--- src/rtl/fft_twiddle_sequencer.sv ---
// Address/twiddle sequencer for an in-place radix-2 DIT FFT.
// Walks stages 0..LOG2_N-1 and butterflies 0..N/2-1. A two-stage pipeline
// presents {addr_a, addr_b, stage, last_bf} together with the ROM twiddle.
// Between stages it waits in DRAIN for stage_ack before touching the RAM again.
module fft_twiddle_sequencer #(
    parameter int LOG2_N  = 8,
    parameter int STAGE_W = $clog2(LOG2_N)
) (
    input  logic               clock,
    input  logic               reset,
    input  logic               start,
    input  logic               stage_ack,
    input  logic               bf_ready,
    output logic               busy,
    output logic               done,
    output logic [LOG2_N-2:0]  tw_addr,
    output logic [LOG2_N-1:0]  addr_a,
    output logic [LOG2_N-1:0]  addr_b,
    output logic               bf_valid,
    output logic [STAGE_W-1:0] stage,
    output logic               last_bf
);

    localparam int KW = LOG2_N - 1;
    localparam logic [KW-1:0]      K_LAST = '1;
    localparam logic [KW-1:0]      K_ONE  = KW'(1);
    localparam logic [STAGE_W-1:0] S_LAST = STAGE_W'(LOG2_N - 1);
    localparam logic [STAGE_W-1:0] S_ONE  = STAGE_W'(1);
    localparam logic [LOG2_N-1:0]  A_ONE  = LOG2_N'(1);

    typedef enum logic [1:0] {ST_IDLE, ST_RUN, ST_DRAIN, ST_FIN} state_t;

    typedef struct packed {
        logic [KW-1:0]     tw;
        logic [LOG2_N-1:0] a;
        logic [LOG2_N-1:0] b;
    } bf_addr_t;

    // Butterfly k of stage s: insert a zero at bit s of k to get the upper
    // address; the lower partner sets that bit. The twiddle index is the
    // position inside the group scaled up to the N/2-entry ROM.
    function automatic bf_addr_t map_bf(input logic [KW-1:0] k, input logic [STAGE_W-1:0] s);
        bf_addr_t          r;
        logic [LOG2_N-1:0] kx;
        logic [LOG2_N-1:0] half;
        logic [LOG2_N-1:0] pos;
        kx   = {1'b0, k};
        half = A_ONE << s;
        pos  = kx & (half - A_ONE);
        r.a  = (((kx >> s) << s) << 1) | pos;
        r.b  = r.a | half;
        r.tw = pos[KW-1:0] << (KW - int'(s));
        return r;
    endfunction

    state_t             state_q, state_d;
    logic [KW-1:0]      k_q;
    logic [STAGE_W-1:0] s_q;
    logic               issued_q;

    logic [KW-1:0]      tw_p1, tw_p2;
    logic [LOG2_N-1:0]  a_p1, a_p2, b_p1, b_p2;
    logic [STAGE_W-1:0] stage_p1, stage_p2;
    logic               last_p1, last_p2;
    logic               vld_p1, vld_p2;

    logic               advance;
    logic               issue;
    logic               accept_last;
    bf_addr_t           bf_k;

    assign advance     = !vld_p2 || bf_ready;
    assign issue       = (state_q == ST_RUN) && !issued_q;
    assign accept_last = vld_p2 && bf_ready && last_p2;
    assign bf_k        = map_bf(k_q, s_q);

    assign addr_a   = a_p2;
    assign addr_b   = b_p2;
    assign stage    = stage_p2;
    assign last_bf  = last_p2;
    assign bf_valid = vld_p2;
    // The ROM registers its address, so point it at whatever S2 will hold
    // after this edge: the S1 entry when moving, the S2 entry when stalled.
    assign tw_addr  = advance ? tw_p1 : tw_p2;

    // FSM state register
    always_ff @(posedge clock or negedge reset) begin
        if (!reset) state_q <= ST_IDLE;
        else        state_q <= state_d;
    end

    // FSM next state and status outputs
    always_comb begin
        state_d = state_q;
        busy    = 1'b0;
        done    = 1'b0;
        case (state_q)
            ST_IDLE:  if (start) state_d = ST_RUN;
            ST_RUN: begin
                busy = 1'b1;
                if (accept_last) state_d = ST_DRAIN;
            end
            ST_DRAIN: begin
                busy = 1'b1;
                if (stage_ack) state_d = (s_q == S_LAST) ? ST_FIN : ST_RUN;
            end
            ST_FIN: begin
                done    = 1'b1;
                state_d = ST_IDLE;
            end
            default:  state_d = ST_IDLE;
        endcase
    end

    // Butterfly/stage counters; issue stops after k = N/2-1 until the next stage opens
    always_ff @(posedge clock or negedge reset) begin
        if (!reset) begin
            k_q      <= '0;
            s_q      <= '0;
            issued_q <= 1'b0;
        end else if (state_q == ST_IDLE && start) begin
            k_q      <= '0;
            s_q      <= '0;
            issued_q <= 1'b0;
        end else if (state_q == ST_DRAIN && stage_ack && s_q != S_LAST) begin
            k_q      <= '0;
            s_q      <= s_q + S_ONE;
            issued_q <= 1'b0;
        end else if (issue && advance) begin
            k_q <= k_q + K_ONE;
            if (k_q == K_LAST) issued_q <= 1'b1;
        end
    end

    // ---- S1: address generation for the next butterfly ----
    always_ff @(posedge clock or negedge reset) begin
        if (!reset) begin
            vld_p1   <= 1'b0;
            tw_p1    <= '0;
            a_p1     <= '0;
            b_p1     <= '0;
            stage_p1 <= '0;
            last_p1  <= 1'b0;
        end else if (advance) begin
            vld_p1 <= issue;
            if (issue) begin
                tw_p1    <= bf_k.tw;
                a_p1     <= bf_k.a;
                b_p1     <= bf_k.b;
                stage_p1 <= s_q;
                last_p1  <= (k_q == K_LAST);
            end
        end
    end

    // ---- S2: presented butterfly, held while bf_valid & !bf_ready ----
    always_ff @(posedge clock or negedge reset) begin
        if (!reset) begin
            vld_p2   <= 1'b0;
            tw_p2    <= '0;
            a_p2     <= '0;
            b_p2     <= '0;
            stage_p2 <= '0;
            last_p2  <= 1'b0;
        end else if (advance) begin
            vld_p2   <= vld_p1;
            tw_p2    <= tw_p1;
            a_p2     <= a_p1;
            b_p2     <= b_p1;
            stage_p2 <= stage_p1;
            last_p2  <= last_p1;
        end
    end

endmodule
--- config.mk ---
export PLATFORM = sky130hd
export DESIGN_NAME = fft_twiddle_sequencer
export DESIGN_NICKNAME = d
export VERILOG_FILES = /design/src/rtl/fft_twiddle_sequencer.sv
export SDC_FILE = /design/constraint.sdc
export NUM_CORES = 1
export LEC_CHECK = 0
export CAP_MARGIN = 20
export CORE_MARGIN = 2
export CORE_UTILIZATION = 30
export CTS_CLUSTER_DIAMETER = 50
export DETAILED_ROUTE_END_ITERATION = 10
export GPL_ROUTABILITY_DRIVEN = 0
export PLACE_DENSITY_LB_ADDON = 0.08
export SLEW_MARGIN = 20
export SYNTH_ARGS = -nofsm -noshare
export SYNTH_HDL_FRONTEND = slang
export SYNTH_SLANG_ARGS = --single-unit
--- constraint.sdc ---
create_clock -name clock -period 7.2 [get_ports clock]
set_input_delay 1.44 -clock clock [delete_from_list [all_inputs] [get_ports clock]]
set_output_delay 1.44 -clock clock [all_outputs]
set_load 0.05 [all_outputs]
# Word-level counts from Yosys, hierarchy flattened
# Cells that the tools add are included.
[totals]
output_inout_bits = 30
in_bits = 5
ff_bits = 69
word_cells = 71
[classes]
addsub = 4
n_shift = 4
n_bitwise = 3
n_eq_ne = 9
reduce_logical = 18
n_mux = 17
[ops]
columns = ["operator", "n"]
rows = [
  ["7-bit by 32-bit left shift with 7-bit output", 1],
  ["7-bit two-way mux", 4],
  ["8-bit bitwise OR", 2],
  ["7-bit by 8-bit bitwise AND with 8-bit output", 1],
  ["2-bit two-way mux", 4],
  ["2-bit one-hot mux with 4 select lines", 1],
  ["1-bit by 3-bit left shift with 8-bit output (first input constant)", 1],
  ["8-bit by 3-bit left shift with 7-bit output", 1],
  ["7-bit by 3-bit >> shifter with 8-bit output", 1],
  ["8-bit by 1-bit subtractor with 8-bit output (second input constant)", 1],
  ["7-bit by 1-bit adder with 7-bit output (second input constant)", 1],
  ["7-bit == test (second input constant)", 1],
  ["1-bit logical AND", 7],
  ["1-bit two-way mux", 6],
  ["3-bit two-way mux", 2],
  ["2-bit inequality test (second input constant)", 3],
  ["3-bit nonzero test", 2],
  ["2-bit == test (second input constant)", 2],
  ["2-bit AND reduction", 2],
  ["3-bit by 3-bit subtractor with 4-bit output (first input constant)", 1],
  ["3-bit by 1-bit adder with 3-bit output (second input constant)", 1],
  ["3-bit == test (second input constant)", 1],
  ["3-bit inequality test (second input constant)", 1],
  ["3-bit AND reduction", 1],
  ["other kinds (6)", 7],
]

# Longest topological paths before layout
[logic_depth]
word_depth = 6
depth_mapped = 10
mapped_depth_nobuf = 9

# Least setup slack after synthesis
# No wires, ideal clock.
[synth_timing]
kind = "input to output"
startpoint = "in bf_ready"
endpoint = "out tw_addr[0]"
required_ps = 5760
arrival_ps = 2576
cell_stages = 4
path_buffers = 2
slack_ps = 3184
cell_sequence = "nor2b_1 > buf_2 > buf_2 > mux2_2"
[synth_via]
elab_chain_cells = 2
[synth_rtl]
columns = ["element", "line_no", "rtl"]
rows = [
  ["start: declaration", "13", "input logic bf_ready,"],
  ["1-bit logical OR", "72", "assign advance = !vld_p2 || bf_ready;"],
  ["7-bit two-way mux", "-", ""],
  ["end: declaration", "16", "output logic [LOG2_N-2:0] tw_addr,"],
]
# No other way between the ends.

# Worst setup path after layout
# Ends and elaborated chain as after synthesis.

==> flow_metrics.env <==
export IMPL_min_period_ns=5.31
export IMPL_io_buffers=34
export IMPL_clockBufferDepth=2
export IMPL_start_util=0.305
export IMPL_grt_pass1_wl_mm=12.7
export IMPL_fin_nets=357
export IMPL_antenna_left=0
export IMPL_ys_ff_latch=69
export IMPL_synth_top_family_by_area="simple AND/OR/NAND/NOR gates"
export IMPL_required_ns=5.76
export IMPL_ir_drop_mv=0.250
export IMPL_cts_resized=0
export IMPL_drt_iter0_drc=165
export IMPL_synth_main_ff_cell="dfrtp_1"
export IMPL_worstHoldStart="a_p1[3]"
export IMPL_yosysSeqAreaShare=0.527
export IMPL_dieArea_um2=11800
export IMPL_syn_avg_cell_area_um2=10.7
export IMPL_clock_sinks=69
export IMPL_p_leak_nw=1.74
export IMPL_synth_compound_area_share=0.122
export IMPL_cts_reportedPaths_clkPinSlew_ns=0.07
export IMPL_dpl_hpwl_mm=5.07
export IMPL_start_kind="input port"
export IMPL_rows=38
export IMPL_cp_max_fo=19
export IMPL_grt_pass1_vias=2383
export IMPL_routedWlPerCell_um=15.5
export IMPL_synth_mux_area_frac=0.0989
export IMPL_synth_edf_count=0
export IMPL_layout_setup_ws_ns=1.89
export IMPL_syn_nets=324
export IMPL_antennaDiodeCount=0
export IMPL_hold_viol_final=0
export IMPL_fmax_mhz=188
export IMPL_power_per_cell_area_nw_per_um2=398
export IMPL_via_per_inst=4.93
export IMPL_wl_mm=7.47
export IMPL_fin_setup_tns_ns=0
export IMPL_slew_viol_final=0
export IMPL_die_w_um=108
export IMPL_die_h_um=108
export IMPL_numCtsBuffers=9
export IMPL_post_cts_setup_buffers=0
export IMPL_synthCells=306
export IMPL_power_mw=1.56
export IMPL_clk_latency_ns=0.35
export IMPL_cts_tree="built"
export IMPL_synth_xor_area_frac=0.0187
export IMPL_outcome="finished clean"
export IMPL_yosys_warnings=0
export IMPL_cts_root_buf="clkbuf_8"
export IMPL_timing_final_crit_share=0.737
export IMPL_area_growth_pct=20.0
export IMPL_tightest_slew_ns=0.886
export IMPL_io_pins=35
export IMPL_grt_max_degree=70
export IMPL_core_area_um2=10700
export IMPL_synthAdderAreaFrac=0.0497
export IMPL_synth_area_um2=3280
export IMPL_cp_end_kind="output pin"
export IMPL_rsz0062_at_grt="no"
export IMPL_reg2reg_from="s_q[1]"
export IMPL_setup_violations=0
export IMPL_htree_levels=3
export IMPL_drt_first_pass_iters=4
export IMPL_dp_slack_ns=1.87
export IMPL_crit_start="bf_ready"
export IMPL_drc=0
export IMPL_holdBufCountCts=0
export IMPL_async_flop_share=1.00
export IMPL_hp_class="register to register"
export IMPL_crit_arrival_ns=3.87
export IMPL_criticalPathCategory="input port to output pin"
export IMPL_slew_limit_headroom=0.409
export IMPL_maxCapViolCount=0
export IMPL_yosys_area_share_simple=0.152
export IMPL_finalClockSkew_ns=0.0106
export IMPL_vias=2379
export IMPL_post_route_util=0.366
export IMPL_antenna_found_initial=0
export IMPL_gr_total_overflow=0
export IMPL_ys_types=52
export IMPL_hold_slack_ns=0.470
export IMPL_grtUsageTotal=0.142
export IMPL_layout_drive_gt1_share=0.146
[sequential cells by signal, indices dropped and copies added (netlist names)]
signal / count
vld_p1: 1
issued_q: 1
last_p1: 1
state_q: 2
a_p1: 8
tw_p2: 7
stage_p1: 3
addr_a: 8
k_q: 7
bf_valid: 1
tw_p1: 7
last_bf: 1
b_p1: 8
addr_b: 8
stage: 3
s_q: 3
[final cells by class]
class | instances | area [µm²]
fillers | 1126 | 6820
flip-flops and latches | 69 | 1730
multi-input cells | 212 | 1450
repair buffers | 38 | 365
well taps | 140 | 175
clock buffers | 10 | 128
clock inverters | 5 | 52.6
inverters | 9 | 33.8
[report_power, final]
group | leakage, nW | internal [mW] | switching [mW] | total (mW)
Combinational | 0.736 | 0.249 | 0.444 | 0.693
Clock | 0.0919 | 0.156 | 0.145 | 0.302
Sequential | 0.911 | 0.489 | 0.0800 | 0.569
Total | 1.74 | 0.894 | 0.670 | 1.56
[cells in the mapped netlist, drive strengths merged, types with 2 or more instances]
library cell,count,area share
nand2,40,0.046
nand3,9,0.014
a41oi,3,0.010
nor2b,5,0.0095
buf,8,0.012
and3,3,0.0057
and2b,2,0.0046
a22o,2,0.0053
nor3b,2,0.0061
nor4,3,0.0057
nor2,18,0.021
mux2i,2,0.0061
o21ai,21,0.032
clkbuf,8,0.0092
xnor2,3,0.0080
dfrtp,69,0.53
a21oi,14,0.021
a21o,2,0.0046
a31oi,7,0.013
nand2b,2,0.0038
mux2,27,0.093
nand3b,2,0.0046
inv,8,0.0092
nand4,4,0.0076
ha,13,0.050
nor3,3,0.0046
xor2,4,0.011
[path summary, 6_finish.rpt]
kind                         endpoint  slack (ns)  cells after the start
setup / recovery           tw_addr[0]        1.89                      5
hold / removal                a_p1[3]        0.47                      2
setup reg to reg              b_p1[4]        4.07                      9
hold reg to reg               a_p1[3]        0.47                      2
max in group asynchronous   addr_b[2]        5.33                      2
min in group asynchronous    stage[0]        1.29                      2
[layout by cell type (no fill, tap or decap), drive strengths merged, types with 2 or more instances in the layout]
| cell type | netlist | layout |
|---|---|---|
| nand3 | 9 | 9 |
| clkdlybuf4s50 | 0 | 33 |
| nor2 | 18 | 18 |
| o21ai | 21 | 21 |
| mux2 | 27 | 27 |
| nor3b | 2 | 2 |
| a31oi | 7 | 7 |
| clkbuf | 8 | 10 |
| nand2 | 40 | 40 |
| and3 | 3 | 3 |
| nor2b | 5 | 5 |
| mux2i | 2 | 2 |
| nand4 | 4 | 4 |
| a21oi | 14 | 14 |
| xnor2 | 3 | 3 |
| inv | 8 | 8 |
| and2b | 2 | 2 |
| nand2b | 2 | 2 |
| clkinv | 1 | 4 |
| nor3 | 3 | 3 |
| dfrtp | 69 | 69 |
| buf | 8 | 5 |
| nand3b | 2 | 2 |
| xor2 | 4 | 4 |
| a21o | 2 | 2 |
| a22o | 2 | 2 |
| ha | 13 | 13 |
| a41oi | 3 | 3 |
| nor4 | 3 | 3 |
[per-stage QoR]
| stage | cells | area, µm² |
|---|---|---|
| after floorplan | 306 | 3280 |
| after detailed placement | 468 | 3750 |
| after CTS | 483 | 3930 |
| final | 483 | 3930 |
| after global placement | 468 | 3750 |
| after global routing | 483 | 3930 |
[worst max-delay path, cell delays in order]
cell,delay [ns]
clkdlybuf4s50_1,0.43
nor2b_2,0.52
buf_4,0.38
mux2_2,0.38
clkdlybuf4s50_1,0.70
[metal layers]
metal / global-route usage / part of all wire / vias up
met3: 0.0307 / 0.035 / 14
li1: - / - / 1156
met1: 0.194 / 0.50 / 1161
met4: 0.0604 / 0.020 / 0
met5: 0 / 0 / -
met2: 0.217 / 0.45 / 48
[logic make-up (layout without fill, tap and decap cells)]
logic type      Yosys count  count (layout)
simple gates            101             101
flops                    69              69
compound gates           62              62
mux                      29              29
buf+inv                  25              62
fa+ha+maj                13              13
xor+xnor                  7               7
(Power assumes the default switching activity.)
